--- src/rtl/issue_hazard_ctrl.sv ---
`default_nettype none
// ============================================================================
// Module   : issue_hazard_ctrl
// Brief    : ID/EX issue stage with a 3-entry replay buffer for hazard holds.
//            Optional statistics counters under ISSUE_HAZARD_CTRL_STATS_EN.
// Revision : 1.0
// ============================================================================
module issue_hazard_ctrl #(
    parameter int PACKET_W = 32
) (
    input  logic                     clock,
    input  logic                     reset,
    input  logic [2:0]               id_valid,
    input  logic [2:0][PACKET_W-1:0] id_packet,
    input  logic [1:0]               rollback,
    input  logic                     squash,
    input  logic                     ex_stall,
    output logic [2:0]               cand_valid,
    output logic [2:0][PACKET_W-1:0] cand_packet,
    output logic                     id_stall,
    output logic [2:0]               issue_valid,
    output logic [2:0][PACKET_W-1:0] issue_packet,
    output logic [1:0]               replay_cnt
`ifdef ISSUE_HAZARD_CTRL_STATS_EN
    ,
    output logic [31:0]              stall_cycles,
    output logic [31:0]              replay_insts
`endif
);

    typedef enum logic [0:0] {
        ST_PASS   = 1'b0,
        ST_REPLAY = 1'b1
    } state_t;

    state_t                     r_state;
    state_t                     w_state_next;
    logic [1:0]                 r_cnt;
    logic [2:0][PACKET_W-1:0]   r_buf;
    logic [2:0]                 r_issue_valid;
    logic [2:0][PACKET_W-1:0]   r_issue_packet;

    logic [1:0]                 w_limit;
    logic [2:0]                 w_issue_mask;
    logic [2:0]                 w_held_mask;
    logic [1:0]                 w_held_cnt;
    logic [2:0][PACKET_W-1:0]   w_held_buf;
    logic                       w_normal;

    assign w_normal = !squash && !ex_stall;
    assign w_limit  = 2'd3 - rollback;

    // Candidate selection; during reset the incoming group is presented directly.
    always_comb begin
        cand_valid  = id_valid;
        cand_packet = id_packet;
        if (!reset && r_state == ST_REPLAY) begin
            cand_packet = r_buf;
            for (int i = 0; i < 3; i++) begin
                cand_valid[i] = (2'(i) < r_cnt);
            end
        end
    end

    // Split candidates into issued and held ways, compacting held ways to slot 0.
    always_comb begin
        w_issue_mask = 3'b000;
        w_held_mask  = 3'b000;
        w_held_cnt   = 2'd0;
        w_held_buf   = '0;
        for (int i = 0; i < 3; i++) begin
            if (cand_valid[i]) begin
                if (2'(i) < w_limit) begin
                    w_issue_mask[i] = 1'b1;
                end else begin
                    w_held_mask[i]         = 1'b1;
                    w_held_buf[w_held_cnt] = cand_packet[i];
                    w_held_cnt             = w_held_cnt + 2'd1;
                end
            end
        end
    end

    always_comb begin
        w_state_next = r_state;
        if (squash) begin
            w_state_next = ST_PASS;
        end else if (!ex_stall) begin
            w_state_next = (w_held_cnt != 2'd0) ? ST_REPLAY : ST_PASS;
        end
    end

    always_ff @(posedge clock) begin
        if (reset) begin
            r_state        <= ST_PASS;
            r_cnt          <= 2'd0;
            r_buf          <= '0;
            r_issue_valid  <= 3'b000;
            r_issue_packet <= '0;
        end else begin
            r_state <= w_state_next;
            if (squash) begin
                r_cnt         <= 2'd0;
                r_issue_valid <= 3'b000;
            end else if (!ex_stall) begin
                r_cnt         <= w_held_cnt;
                r_buf         <= w_held_buf;
                r_issue_valid <= w_issue_mask;
                for (int i = 0; i < 3; i++) begin
                    r_issue_packet[i] <= w_issue_mask[i] ? cand_packet[i] : '0;
                end
            end
        end
    end

    assign id_stall     = !reset && !squash && (ex_stall || (r_cnt != 2'd0));
    assign issue_valid  = r_issue_valid;
    assign issue_packet = r_issue_packet;
    assign replay_cnt   = r_cnt;

`ifdef ISSUE_HAZARD_CTRL_STATS_EN
    logic [31:0] r_stall_cycles;
    logic [31:0] r_replay_insts;

    always_ff @(posedge clock) begin
        if (reset) begin
            r_stall_cycles <= 32'd0;
            r_replay_insts <= 32'd0;
        end else begin
            if (id_stall) begin
                r_stall_cycles <= r_stall_cycles + 32'd1;
            end
            if (w_normal) begin
                r_replay_insts <= r_replay_insts + {30'd0, w_held_cnt};
            end
        end
    end

    assign stall_cycles = r_stall_cycles;
    assign replay_insts = r_replay_insts;
`else
    logic w_unused;
    assign w_unused = w_normal ^ (^w_held_mask);
`endif

endmodule
`default_nettype wire

--- config.mk ---
export PLATFORM = sky130hd
export DESIGN_NAME = issue_hazard_ctrl
export DESIGN_NICKNAME = d
export VERILOG_FILES = /design/src/rtl/issue_hazard_ctrl.sv
export SDC_FILE = /design/constraint.sdc
export NUM_CORES = 1
export LEC_CHECK = 0
export CAP_MARGIN = 20
export CORE_MARGIN = 4
export CORE_UTILIZATION = 40
export CTS_CLUSTER_DIAMETER = 200
export DETAILED_ROUTE_END_ITERATION = 10
export GPL_ROUTABILITY_DRIVEN = 0
export PLACE_DENSITY = 0.68
export SYNTH_ARGS = -nofsm -noshare
export SYNTH_HDL_FRONTEND = slang
export SYNTH_SLANG_ARGS = --single-unit
--- constraint.sdc ---
create_clock -name clock -period 3.3 [get_ports clock]
set_clock_uncertainty 0.1 [all_clocks]
set_input_delay 0.99 -clock clock [delete_from_list [all_inputs] [get_ports clock]]
set_output_delay 0.99 -clock clock [all_outputs]
set_load 0.1 [all_outputs]
[Word-level counts from Yosys, hierarchy flattened]
Index checks and enable logic that the tools add are counted.
Word-level totals
  logic and storage cells: 66
  output and inout port bits: 201
  bits of input ports: 105
  register bits after elaboration: 198
Cells by class
  add/subtract/negate cells: 3
  muxes and demuxes: 30
  reductions and logical operators: 12
  magnitude comparators: 10
  bitwise gates (word level): 2
Operators with widths (number)
  2-to-1 mux 96 bit: 5
  2-to-1 mux 32 bit: 7
  bitwise mux 96 bit: 2
  demux 32 bit (select 2 bit): 2
  2-to-1 mux 1 bit: 9
  less-than comparator 1 x 2 -> 1 bit (first input constant): 4
  2-to-1 mux 2 bit: 4
  less-than comparator 2 x 3 -> 1 bit (second input constant): 2
  logical AND 1 bit: 5
  adder 2 x 1 -> 2 bit (second input constant): 2
  >= comparator 2 x 1 -> 1 bit (second input constant): 2
  less-than comparator 2 bit (first input constant): 2
  nonzero test 2 bit: 2
  2-to-1 mux 3 bit: 1
  logical NOT 1 bit: 2
  inverter 1 bit: 2
  AND reduction 2 bit: 1
  OR reduction 2 bit: 1
  subtractor 2 bit (first input constant): 1
  logical OR 1 bit: 1

[Depth between registers and ports, before layout]
Gate-level depths: netlist of run 1.
  word-level depth: 14
  depth in mapped cells: 11

[Least setup slack after synthesis of run 1]
No wires, ideal clock.
  path kind: input to output
  from: in reset
  to: out id_stall
  data arrival time: 3.456 ns
  cell stages on the path: 3
  setup slack: -1.246 ns
  cell sequence: clkbuf_1 clkbuf_1 nor3_1
Between the ends
  word-level cells in the longest chain between the ends: 3
RTL lines
  from (decl): RTL line 12  | input logic reset,
  logical NOT 1 bit: RTL line 116  | assign id_stall = !reset && !squash && (ex_stall || (r_cnt != 2'd0));
  logical AND 1 bit (2 in a row): RTL line 116
  to (decl): RTL line 20  | output logic id_stall,
Every way passes these cells.

==> reports/summary.md, run 1 <==
### Pwr
* 6.45 nW — leakage power
* 432 nW/um^2 — total power density per cell area
* 0.316 mV — IR Drop Worst-Case VDD

### Setup path
* 26 — highest fanout seen on the critical path
* r_state$_SDFFE_PN0N_ — r2r startpoint
* 630 ps — flop2flop setup slack
* 2290 ps — data arrival time of the worst path
* r_buf[21]$_SDFFE_PP0P_ — capture instance of the worst register-to-register path
* in -> out — kind of critical path
* primary input — crit start category
* 2210 ps — data required time of the worst path
* output pin — category of the worst setup path capture point
* 11 — worst-case reg-to-reg path depth

### Place
* 15100 um^2 — post-detailed-placement cell area
* -292 ps — worst-case setup slack after placement
* 26200 um — half-perimeter wire length after detailed placement
* 305 — port bufs

### Floorplan
* 26100 um^2 — die footprint
* 0.412 — initial cell density of the core
* 55 — placement row count
* 306 — top-level port count
* 162 um — height of the die
* 162 um — horizontal extent of the die
* 22900 um^2 — area of the core

### CTS
* done — clock tree from TritonCTS
* 430 ps — clock network latency to the later pin of the worst-skew pair
* clkbuf_16 — cell at the root of the clock tree
* 2 — maximum count of clock buffers along a single path
* 4 — htree depth
* 17 — CTS buffer count
* 198 — number of clock sinks
* 80 ps — Clk pin slew, worst setup/hold paths

### Detailed routing
* 0 — antenna-violating nets left
* 5 — DR pass1 iterations
* 19.8 um — DR WL/cell
* 35700 um — final routed wirelength across all metal layers
* 642 — violation count after the first detailed-route iteration
* 9762 — vias after detailed routing
* 5.42 — vias per std cell
* 0 — number of remaining DRC errors

### Finish
* 1586 — total number of nets in the final design
* 0 — count of antenna diodes in the layout
* 15700 um^2 — final standard cell area without fillers
* 66.8% — area growth from synthesis to final layout
* 0.687 — final standard cell utilization of the core
* 0.377 — share of cells above drive strength 1

### STA
* 1.02 — share of the clock period used by the worst path after layout
* -78.0 ps — PnR worst setup slack
* 0 — number of pins with negative max-slew slack in the final report
* 16 — Final setup viols
* 3380 ps — Final Critical Period
* 0.562 — worst-case headroom to the max-slew limit
* 0 — final count of hold timing violations
* 658 ps — actual transition at the worst max-transition pin
* 296 MHz — max frequency
* yes — RSZ-0062 raised after global routing
* -548 ps — final total negative setup slack

### Synth
* 0.420 — post-synthesis sequential area ratio
* dfxtp_1 — most instantiated flip-flop cell in the synthesis netlist
* 47 — Cell variety after synth
* 9440 um^2 — netlist area before placement
* 1114 — count of mapped cells out of synthesis
* 198 — flip-flop and latch count after synthesis
* 0 — ys async rst share
* 1224 — Syn Nets
* 0 — count of flip-flops with a built-in enable after synthesis
* 8.47 um^2 — mean instance size in the synthesized netlist
* 0 — number of warnings issued by yosys

### GRT
* 0 — sum of overflow across all layers after global routing
* 0 — number of antenna violations at the first check in global routing
* 9544 — vias in the first global route
* 96 — maximum number of pins on one net before global-route repair
* 0.262 — Tot GR Track Use
* 54800 um — global-route wire length before repair

### Hold path
* issue_valid[0]$_SDFFE_PN0N_ — HP Start
* reg -> reg — class of the tightest hold or removal check
* 2 — instance count along the most critical hold path
* issue_valid[0]$_SDFFE_PN0N_ — worst hold path endpoint

### Outcome
* setup timing — failing checks
* finished, violations left — status

### Run
* 0 — max-capacitance violation count

==> power breakdown <==
part | internal [mW] | switching (mW)
Combinational | 0.827 | 1.40
Sequential | 2.46 | 0.0553
Clock | 1.03 | 1.01
==> cell type report <==
cell class                      count  area (um^2)
Timing Repair Buffer              445         5140
Fill cell                        1767         7180
Multi-Input combinational cell    774         5390
Sequential cell                   198         3960
Clock inverter                     12          114
Clock buffer                       20          457
Inverter                           40          273
Tap cell                          313          392
==> routing by layer <==
| metal | GRT usage | share of wire | up-vias |
|---|---|---|---|
| met3 | 0.0620 | 0.084 | 29 |
| met5 | 0 | 0 | - |
| li1 | - | - | 4681 |
| met4 | 0.0605 | 0.015 | 0 |
| met2 | 0.392 | 0.44 | 399 |
| met1 | 0.384 | 0.46 | 4653 |
==> worst max-delay path by stage <==
stage                startpoint                endpoint  slack (ps)  cells after the start
global route              reset          cand_packet[3]        -100                      6
detailed placement  id_valid[1]  r_buf[39]$_SDFFE_PP0P_        -290                     10
global placement    id_valid[1]  r_buf[39]$_SDFFE_PP0P_        -170                     10
CTS                       reset         cand_packet[34]         -80                      5
floorplan                 reset         cand_packet[10]        -150                      6
finish                    reset          cand_packet[3]         -80                      6
==> metrics by stage <==
step / power, mW / hold slack, ps / cells
floorplan: 3.90 / 366 / 1114
global placement: 4.77 / 353 / 1767
detailed placement: 4.78 / 369 / 1767
CTS: 6.81 / 380 / 1799
global route: 7.01 / 403 / 1802
finish: 6.79 / 378 / 1802
==> critical path, stage by stage <==
cell and delay [ps]:
buf_8 80, or2b_4 240, buf_16 250, mux2i_4 340
clkinvlp_4 150, buf_12 180
==> cell usage in the layout, fill, tap and decap left out, types with 3 or more instances in the layout <==
| cell type | count |
|---|---|
| buf_4 | 219 |
| nor2_1 | 217 |
| dfxtp_1 | 198 |
| buf_12 | 116 |
| clkdlybuf4s50_1 | 103 |
| a22oi_1 | 97 |
| nand2_1 | 84 |
| clkinvlp_4 | 35 |
| and3_1 | 34 |
| a2bb2oi_1 | 33 |
| mux2_2 | 32 |
| nand2_2 | 32 |
| mux2i_4 | 32 |
| a211oi_1 | 21 |
| nor3_2 | 21 |
| a21oi_1 | 21 |
| a221oi_2 | 20 |
| o21ai_0 | 19 |
| clkbuf_16 | 18 |
| nand3_1 | 17 |
| nor3_1 | 16 |
| o211ai_1 | 14 |
| a31oi_1 | 13 |
| a221oi_1 | 12 |
| o21ai_1 | 7 |
| inv_1 | 6 |
| ha_1 | 5 |
| clkinv_4 | 4 |
| a2111oi_0 | 3 |
| buf_16 | 3 |
==> sequential cells by signal, indices dropped and copies added (netlist names) <==
name / flops
replay_cnt: 2
r_buf: 96
issue_valid: 3
issue_packet: 96
r_state: 1
==> cells by family after synthesis <==
logic type                 count (synthesis)  share of synthesized area
buffers and inverters                    142                     0.0644
AOI/OAI and AO/OA                        269                      0.227
and+or+nand+nor                          433                      0.206
DFF                                      198                      0.420
adders and majority gates                  5                    0.00663
muxes                                     67                     0.0760
==> Yosys cell counts (21+ instances only) <==
master     instances  area share
mux2i_1           33       0.035
a2bb2oi_1         33       0.031
nor2_1           218       0.087
a211oi_1          21       0.017
clkbuf_1          69       0.027
a21oi_1           21       0.011
buf_2             23       0.012
inv_1             38       0.015
dfxtp_1          198        0.42
and3_1            34       0.023
mux2_2            33       0.039
nand2_1          116       0.046
a22oi_1           97       0.077
nor3_2            21       0.022
==> timing repair <==
action                     in CTS  in global routing
hold buffers                    0                  0
gates cloned                    0                  1
setup endpoints to repair      25                 38
gates resized for setup         0                  6
setup buffers                   0                  1
Note: power is estimated with default switching activity, not from simulation.
==> run 2: changes to the inputs <==
Settings changed: GPL_TIMING_DRIVEN from default to 1.
==> results of run 2 <==
Final layout, timing and power as in run 1 (identical DEF).
==> run 3: changes to the inputs <==
Settings changed: SLEW_MARGIN from default to 20.
==> run 3 against run 2 <==
  * Worst setup slack worse by 0.80 ps
  * Via count is 0.49% lower
  * Sequential share of layout area about the same
  * First-iteration DRC count increased by 10%
  * Core utilization decreased by 0.10 points
  * Fmax about the same
  * The run still ends with setup timing left
  * Final area is 0.15% lower
  * Sequential power hardly changed
  * Largest cell class unchanged
==> reports/summary.md, run 3 (synthesis results as in run 1) <==
### Outcome
* finished, violations left — status
* setup timing — failing checks

### CTS
* 4 — htree depth
* done — clock tree from TritonCTS
* 2 — maximum count of clock buffers along a single path
* 17 — CTS buffer count
* 198 — number of clock sinks
* 80 ps — Clk pin slew, worst setup/hold paths
* 0 — number of hold buffers added after cts
* 430 ps — clock network latency to the later pin of the worst-skew pair
* clkbuf_16 — cell at the root of the clock tree

### Pwr
* 432 nW/um^2 — total power density per cell area
* 6.44 nW — leakage power
* 0.316 mV — IR Drop Worst-Case VDD

### GRT
* 0 — number of antenna violations at the first check in global routing
* 0 — sum of overflow across all layers after global routing
* 0.262 — Tot GR Track Use
* 96 — maximum number of pins on one net before global-route repair
* 9544 — vias in the first global route
* 54800 um — global-route wire length before repair

### STA
* -78.8 ps — PnR worst setup slack
* 901 ps — actual transition at the worst max-transition pin
* yes — RSZ-0062 raised after global routing
* 296 MHz — max frequency
* 1.02 — share of the clock period used by the worst path after layout
* 3380 ps — Final Critical Period
* 0 — final count of hold timing violations
* -552 ps — final total negative setup slack
* 17 — Final setup viols
* 0 — number of pins with negative max-slew slack in the final report
* 0.399 — worst-case headroom to the max-slew limit

### Floorplan
* 22900 um^2 — area of the core
* 26100 um^2 — die footprint
* 162 um — horizontal extent of the die
* 0.412 — initial cell density of the core
* 306 — top-level port count
* 55 — placement row count
* 162 um — height of the die

### Finish
* 1585 — total number of nets in the final design
* 3960 um^2 — Storage cell area
* buf_4 (218), nor2_1 (217), dfxtp_1 (198), buf_12 (116), clkdlybuf4s50_1 (103) — most used cells in the layout excluding fill and tap cells
* 5390 um^2 — multi-input logic area
* 0.376 — share of cells above drive strength 1
* 1801 — final standard cell count with taps included and fillers excluded
* 1770 — layout filler cell count
* 15700 um^2 — final standard cell area without fillers
* 66.5% — area growth from synthesis to final layout
* buf_4 — most common cell after layout, fill and taps aside
* 0 — count of antenna diodes in the layout

### Detailed routing
* 707 — violation count after the first detailed-route iteration
* 15700 um — met2 wire length
* 5 — DR pass1 iterations
* 16600 um — routed metal-1 wire length
* 19.8 um — DR WL/cell
* 35700 um — final routed wirelength across all metal layers
* 5.39 — vias per std cell
* 0 — number of remaining DRC errors
* 9714 — vias after detailed routing
* met4 — DR top layer
* 2800 um — length of routed met3 wiring
* 0 — antenna-violating nets left

### Setup path
* buf_8 -> or2b_4 -> buf_16 -> mux2i_4 -> clkinvlp_4 -> buf_12 — cells traversed along the worst timing path
* 26 — highest fanout seen on the critical path
* 11 — worst-case reg-to-reg path depth
* 650 ps — flop2flop setup slack
* mux2i_4 — library cell contributing the largest single delay on the critical path
* 6 — number of stages on the worst setup path
* r_state$_SDFFE_PN0N_ — r2r startpoint
* 4 — critical path buffer and inverter count
* 2210 ps — data required time of the worst path
* in -> out — kind of critical path
* output pin — category of the worst setup path capture point
* buffers and inverters — gate family responsible for the most delay along the worst path
* 2290 ps — data arrival time of the worst path
* primary input — crit start category
* r_buf[21]$_SDFFE_PP0P_ — capture instance of the worst register-to-register path
* 340 ps — longest individual stage delay on the worst path

### Hold path
* 2 — instance count along the most critical hold path
* reg -> reg — class of the tightest hold or removal check
* issue_valid[0]$_SDFFE_PN0N_ — worst hold path endpoint
* issue_valid[0]$_SDFFE_PN0N_ — HP Start

### Place
* 15100 um^2 — post-detailed-placement cell area
* 1767 — Cell Count Post-Placement
* 26200 um — half-perimeter wire length after detailed placement
* 305 — port bufs

### Run
* 0 — max-capacitance violation count

-- run 3: cell count changes in the layout (fill, tap and decap cells not counted) --
cell / delta
buf_6: +1
buf_4: -1
buf_16: -1
-- run 3: layout make-up --
class,instances,area share
Clock buffer,20,0.0291
Clock inverter,12,0.00725
Inverter,40,0.0174
Multi-Input combinational cell,774,0.343
Sequential cell,198,0.252
Tap cell,313,0.0249
Timing Repair Buffer,444,0.326
-- run 3: worst reg2reg max path, delay by kind of cell (launching register included) --
family,cells,cell delay (ps)
AOI/OAI and AO/OA,4,710
buffers and inverters,4,720
and+or+nand+nor,2,500
adders and majority gates,1,130
DFF,1,390
-- run 3: metal layers --
metal  vias to the layer above  track usage
met3                        29       0.0620
met5                         -            0
met4                         0       0.0605
li1                       4679            -
met2                       400        0.392
met1                      4606        0.384
-- run 3: worst max path at each step --
stage | start | endpoint
after CTS | reset | cand_packet[34]
after global routing | reset | cand_packet[3]
after floorplan | reset | cand_packet[10]
after global placement | id_valid[1] | r_buf[39]$_SDFFE_PP0P_
after detailed placement | id_valid[1] | r_buf[39]$_SDFFE_PP0P_
final | reset | cand_packet[3]
-- run 3: repair_timing --
item,4_1_cts,5_1_grt
cloned,0,1
setup endpoints to repair,25,38
buffers inserted,0,1
resized for setup,0,6
-- run 3: power breakdown --
group | internal, mW | switching, mW
combinational | 0.824 | 1.40
sequential | 2.46 | 0.0552
clock | 1.03 | 1.02
-- run 3: metrics by stage --
step | power (mW) | hold WS (ps) | setup slack, ps | util
after floorplan | 3.90 | 366 | -149 | -
after global placement | 4.77 | 353 | -170 | 0.657
after detailed placement | 4.78 | 369 | -292 | 0.657
after CTS | 6.81 | 380 | -79.8 | 0.682
after global routing | 7.00 | 403 | -98.9 | 0.686
final | 6.79 | 378 | -78.8 | 0.686
